**config.mk**
```make
export PLATFORM = sky130hd
export DESIGN_NAME = imm_decode_stage_flat
export DESIGN_NICKNAME = d
export VERILOG_FILES = /design/src/rtl/imm_decode_stage_if.sv /design/src/rtl/imm_decode_stage.sv /design/src/flat_wrapper.sv
export SDC_FILE = /design/constraint.sdc
export NUM_CORES = 1
export LEC_CHECK = 0
export CORE_MARGIN = 8
export CORE_UTILIZATION = 59
export CTS_BUF_LIST = sky130_fd_sc_hd__clkbuf_8
export DETAILED_ROUTE_END_ITERATION = 6
export DONT_BUFFER_PORTS = 1
export PLACE_DENSITY = 0.78
export SYNTH_ARGS = -nofsm -noshare
export SYNTH_HDL_FRONTEND = slang
export SYNTH_SLANG_ARGS = --single-unit
```
**constraint.sdc**
```tcl
create_clock -name clk -period 1.7 [get_ports clk]
set_input_delay 0.34 -clock clk [delete_from_list [all_inputs] [get_ports clk]]
set_output_delay 0.34 -clock clk [all_outputs]
set_load 0.01 [all_outputs]
```
**src/rtl/imm_decode_stage_if.sv**
```systemverilog
// IF/ID to ID/EX immediate bus for the immediate decode stage.
// Inputs come from fetch/hazard logic, outputs feed ID/EX.
interface imm_decode_stage_if;
    logic [31:0] instr;
    logic        instr_valid;
    logic        stall;
    logic        flush;
    logic [63:0] imm;
    logic [2:0]  imm_kind;
    logic        imm_valid;
    logic        illegal;
    logic [15:0] fetch_count;

    modport master (
        output instr, instr_valid, stall, flush,
        input  imm, imm_kind, imm_valid, illegal, fetch_count
    );

    modport slave (
        input  instr, instr_valid, stall, flush,
        output imm, imm_kind, imm_valid, illegal, fetch_count
    );
endinterface

```
**src/rtl/imm_decode_stage.sv**
```systemverilog
// Immediate extraction stage: classifies the IF/ID word and registers
// the extended immediate, its kind, an illegal flag and an accept count.
module imm_decode_stage #(
    parameter int BR_SHIFT = 2
) (
    input  logic clk,
    input  logic reset,
    imm_decode_stage_if.slave bus
);

    localparam logic [2:0] K_NONE = 3'd0;
    localparam logic [2:0] K_D9   = 3'd1;
    localparam logic [2:0] K_I12  = 3'd2;
    localparam logic [2:0] K_CB19 = 3'd3;
    localparam logic [2:0] K_B26  = 3'd4;

    logic [31:0] w_i;
    logic        w_is_d9;
    logic        w_is_i12;
    logic        w_is_cb19;
    logic        w_is_b26;
    logic [63:0] w_cb19_sx;
    logic [63:0] w_b26_sx;
    logic [2:0]  w_kind;
    logic [63:0] w_imm;

    logic [63:0] r_imm;
    logic [2:0]  r_kind;
    logic        r_valid;
    logic        r_illegal;
    logic [15:0] r_count;

    assign w_i = bus.instr;

    assign w_is_d9   = (w_i[31:21] == 11'b11111000010)
                     | (w_i[31:21] == 11'b11111000000);
    assign w_is_i12  = (w_i[31:22] == 10'b1001000100)
                     | (w_i[31:22] == 10'b1101000100);
    assign w_is_cb19 = (w_i[31:24] == 8'b10110100)
                     | (w_i[31:24] == 8'b01010100);
    assign w_is_b26  = (w_i[31:26] == 6'b000101);

    assign w_cb19_sx = {{45{w_i[23]}}, w_i[23:5]};
    assign w_b26_sx  = {{38{w_i[25]}}, w_i[25:0]};

    // Classify the word (D9 first) and build the extended immediate.
    always_comb begin
        w_kind = K_NONE;
        w_imm  = 64'd0;
        priority case (1'b1)
            w_is_d9: begin
                w_kind = K_D9;
                w_imm  = {{55{w_i[20]}}, w_i[20:12]};
            end
            w_is_i12: begin
                w_kind = K_I12;
                w_imm  = {52'd0, w_i[21:10]};
            end
            w_is_cb19: begin
                w_kind = K_CB19;
                w_imm  = w_cb19_sx << BR_SHIFT;
            end
            w_is_b26: begin
                w_kind = K_B26;
                w_imm  = w_b26_sx << BR_SHIFT;
            end
            default: begin
                w_kind = K_NONE;
                w_imm  = 64'd0;
            end
        endcase
    end

    // Stage register: reset beats flush, flush beats stall.
    always_ff @(posedge clk) begin
        if (reset) begin
            r_imm     <= 64'd0;
            r_kind    <= K_NONE;
            r_valid   <= 1'b0;
            r_illegal <= 1'b0;
            r_count   <= 16'd0;
        end else if (bus.flush) begin
            r_imm     <= 64'd0;
            r_kind    <= K_NONE;
            r_valid   <= 1'b0;
            r_illegal <= 1'b0;
        end else if (!bus.stall) begin
            r_imm     <= w_imm;
            r_kind    <= w_kind;
            r_valid   <= bus.instr_valid;
            r_illegal <= bus.instr_valid
                       & (w_kind == K_NONE)
                       & (w_i != 32'd0);
            if (bus.instr_valid) begin
                r_count <= r_count + 16'd1;
            end
        end
    end

    assign bus.imm         = r_imm;
    assign bus.imm_kind    = r_kind;
    assign bus.imm_valid   = r_valid;
    assign bus.illegal     = r_illegal;
    assign bus.fetch_count = r_count;

endmodule

```
**src/flat_wrapper.sv**
```systemverilog
// flat-port wrapper written by rule: the top's interface ports become plain ports
module imm_decode_stage_flat 
#(
    parameter int BR_SHIFT = 2
)
  (clk, reset, bus_instr, bus_instr_valid, bus_stall, bus_flush, bus_imm, bus_imm_kind, bus_imm_valid, bus_illegal, bus_fetch_count);
  imm_decode_stage_if bus_i ();
  input  logic clk;
  input  logic reset;
  input wire logic [$bits(bus_i.instr)-1:0] bus_instr;
  input wire logic [$bits(bus_i.instr_valid)-1:0] bus_instr_valid;
  input wire logic [$bits(bus_i.stall)-1:0] bus_stall;
  input wire logic [$bits(bus_i.flush)-1:0] bus_flush;
  output wire logic [$bits(bus_i.imm)-1:0] bus_imm;
  output wire logic [$bits(bus_i.imm_kind)-1:0] bus_imm_kind;
  output wire logic [$bits(bus_i.imm_valid)-1:0] bus_imm_valid;
  output wire logic [$bits(bus_i.illegal)-1:0] bus_illegal;
  output wire logic [$bits(bus_i.fetch_count)-1:0] bus_fetch_count;
  assign bus_i.instr = bus_instr;
  assign bus_i.instr_valid = bus_instr_valid;
  assign bus_i.stall = bus_stall;
  assign bus_i.flush = bus_flush;
  assign bus_imm = bus_i.imm;
  assign bus_imm_kind = bus_i.imm_kind;
  assign bus_imm_valid = bus_i.imm_valid;
  assign bus_illegal = bus_i.illegal;
  assign bus_fetch_count = bus_i.fetch_count;
  imm_decode_stage #(.BR_SHIFT(BR_SHIFT)) u_core (.clk(clk), .reset(reset), .bus(bus_i));
endmodule
```
==> flow_metrics.tcl <==
set metrics [dict create \
    ys_seq_area_share_pct 35.1 \
    diodes 0 \
    syn_area_um2 2800 \
    netlist_instances 308 \
    hold_path.class "in2reg" \
    clock.fmax_ghz 0.657 \
    finalCritPeriodShare_pct 89.5 \
    ys_types 48 \
    syn-num-nets 346 \
    vias 2286 \
    finClkSkew_ns 0.00823 \
    die_y_um 84.8 \
    placed_cell_area_um2 2770 \
    first_global_vias 2224 \
    syn_avg_cell_area_um2 9.08 \
    path_buf_inv 0 \
    grt_max_degree 38 \
    wl_per_cell_um 21.0 \
    maxSlewHeadroom_pct 68.2 \
    synth_flop_cell "dfxtp_1" \
    grt_overflow_total 0 \
    dr.first_iter.drc_count 211 \
    drv_cap 0 \
    hold_viol_final 0 \
    drv_slew 0 \
    drt_first_pass_iters 4 \
    instances_no_fill 346 \
    ff_latch_area_um2 985 \
    cts_buffer_depth 2 \
    postSynth.asyncResetShare_pct 0 \
    finalSetupTns_ns 0 \
    numPortBuffers 0 \
    finalCriticalPeriod_ns 1.52 \
    end_kind "register" \
    cts-htree-levels 2 \
    synth.top_cell.area_share_pct 35.1 \
    drc_errors 0 \
    critical_path.top_delay_family "simple AND/OR/NAND/NOR gates" \
    ys_top_cells_by_area "dfxtp_1 (35%), buf_4 (10%), a221oi_1 (7.2%)" \
    final_area_um2 2880 \
    ir_worst_vdd_mv 0.384 \
    grt_pass1_wl_mm 11.6 \
    crit_type "reg2reg" \
    drtAntennaViolNets 0 \
    viasPerCell 6.61 \
    place_congestion 0.903 \
    worst_slack_ns 0.178 \
    start_util_pct 60.0 \
    cp-start-kind "register" \
    power_density_nw_per_um2 771 \
    die_area_um2 7200 \
    hold_buffers 0 \
    cts_tree "built" \
    critPathArrivalTime_ns 1.72 \
    tightest_slew_ns 0.476 \
    dp_cells 338 \
    synth_edf_count 0 \
    clk_pin_slew_ns 0.10 \
    critPathRequiredTime_ns 1.90 \
    routed_wl_mm 7.27 \
    cp_slowest_stage_delay_ns 0.40 \
    root_buffer "clkbuf_8" \
    power_mw 2.22 \
    pre_cts_ws_ns -0.127 \
    finalSetupViolCount 0 \
    fillers 397 \
    dp_hpwl_mm 5.43 \
    nNetsFinal 329 \
    clk_latency_ns 0.31 \
    gr-usage-all-layers_pct 19.9 \
    synth-seq-cells 49 \
    crit_chain "nand4_1 -> nor3_1 -> nand3_1 -> mux2_2" \
    critPathSlowestCell "nor3_1" \
    antenna_found_initial 0 \
    dieWidth_um 84.8 \
    synth_top_cell_by_area "dfxtp_1" \
    core_um2 4660 \
    cts_setup_buffers 0 \
    cp_max_fo 6 \
    io-pin-count 122 \
    p_leak_nw 0.913 \
    area_delta_synth_final_pct 3.00 \
    status "finished, final reports clean" \
    cts_buffers 5 \
    yosysWarnings 0 \
    clock-sinks 49 \
    num_rows 25 \
    drive_gt1_share_pct 23.3 \
    cts_resized 0 \
    multi_input_area_um2 1360 \
    rsz0062_at_grt "no" \
]
==> area by class of cell <==
| type | count | area share, % |
|---|---|---|
| Clock buffer | 5 | 2.39 |
| Clock inverter | 3 | 1.48 |
| Inverter | 25 | 3.26 |
| Multi-Input combinational cell | 178 | 47.1 |
| Sequential cell | 49 | 34.2 |
| Tap cell | 54 | 2.35 |
| Timing Repair Buffer | 32 | 9.21 |
==> sequential cells by signal (all words and copies together) (netlist names) <==
name and flops:
u_core.bus.imm_kind 3, u_core.bus.imm 28, u_core.bus.illegal 1, u_core.bus.fetch_count 16, u_core.bus.imm_valid 1
==> where the power goes <==
part / total, mW / switching, mW / internal, mW
combinational: 0.174 / 0.0981 / 0.0764
clock: 0.847 / 0.408 / 0.439
sequential: 1.20 / 0.0288 / 1.17
total: 2.22 / 0.535 / 1.69
==> placed cells by master (no fill, tap or decap), types with 2 or more instances in the layout <==
cell / netlist / routed
buf_4: 38 / 30
clkbuf_8: 0 / 5
nand4bb_1: 2 / 2
a222oi_1: 3 / 3
a2111oi_2: 7 / 7
dfxtp_1: 49 / 48
nand3_1: 5 / 5
nand2_1: 13 / 13
nor3_1: 16 / 16
a22oi_2: 5 / 5
xnor2_1: 9 / 9
nand4_1: 2 / 2
or3_1: 3 / 3
o21ai_0: 5 / 5
inv_1: 25 / 26
a211oi_1: 8 / 8
nand3b_1: 2 / 2
nor4_1: 12 / 12
a221oi_1: 23 / 23
mux2i_1: 2 / 2
a31o_2: 2 / 2
nor2_1: 27 / 27
a21oi_1: 6 / 6
nand4b_1: 2 / 2
buf_12: 0 / 2
a221oi_2: 5 / 5
==> synthesized netlist by cell type, drive strengths merged, types with 2 or more instances <==
library cell  count
nand3             5
nor4             13
dfxtp            49
a222oi            3
a2111oi           8
nand4bb           2
nor3             16
o21ai             6
a21oi             6
nand4             2
a22oi             6
buf              44
nor3b             2
nor2             27
nand3b            2
xnor2             9
or3               4
a221oi           28
clkbuf           12
nand4b            2
inv              25
a31o              2
a211oi            8
mux2i             2
nand2            13
==> worst paths after layout <==
check	startpoint	to	slack [ns]	cells after the start
hold / removal	reset	u_core.bus.fetch_count[0]	0.09	1
hold reg to reg	u_core.bus.imm[62]	u_core.bus.imm[62]	0.52	2
setup reg to reg	u_core.bus.fetch_count[5]	u_core.bus.fetch_count[15]	0.18	4
setup / recovery	u_core.bus.fetch_count[5]	u_core.bus.fetch_count[15]	0.18	4
==> worst reg2reg max path, delay by kind of cell, from the launching register on <==
family           cells  cell delay [ns]
flip-flops           1             0.35
multiplexers         1             0.29
AND/OR/NAND/NOR      3             0.77
==> layer usage <==
| layer | up-vias | GRT usage, % | part of all wire (%) | routed length [µm] |
|---|---|---|---|---|
| met2 | 129 | 32.8 | 49 | 3550 |
| met5 | - | 0 | 0 | 0 |
| li1 | 1071 | - | - | - |
| met3 | 8 | 9.17 | 14 | 1010 |
| met1 | 1078 | 22.7 | 36 | 2650 |
| met4 | 0 | 5.50 | 0.89 | 65 |
==> cell families (layout without fill, tap and decap cells) <==
group	count (synthesis)	after routing	synth area share (%)
compound gates	71	71	25.6
flops	49	49	35.1
mux	3	3	1.12
fa+ha+maj	1	1	0.448
simple gates	93	93	17.8
xor+xnor	10	10	3.13
buf+inv	81	65	16.8
==> through the flow <==
| step | hold WS [ns] | util, % |
|---|---|---|
| finish | 0.0895 | 61.8 |
| global route | 0.0662 | 61.8 |
| CTS | 0.0809 | 61.8 |
| detailed placement | 0.416 | 59.4 |
| global placement | 0.412 | 59.4 |
| floorplan | 0.484 | - |
Note: power is estimated with default switching activity, not from simulation.
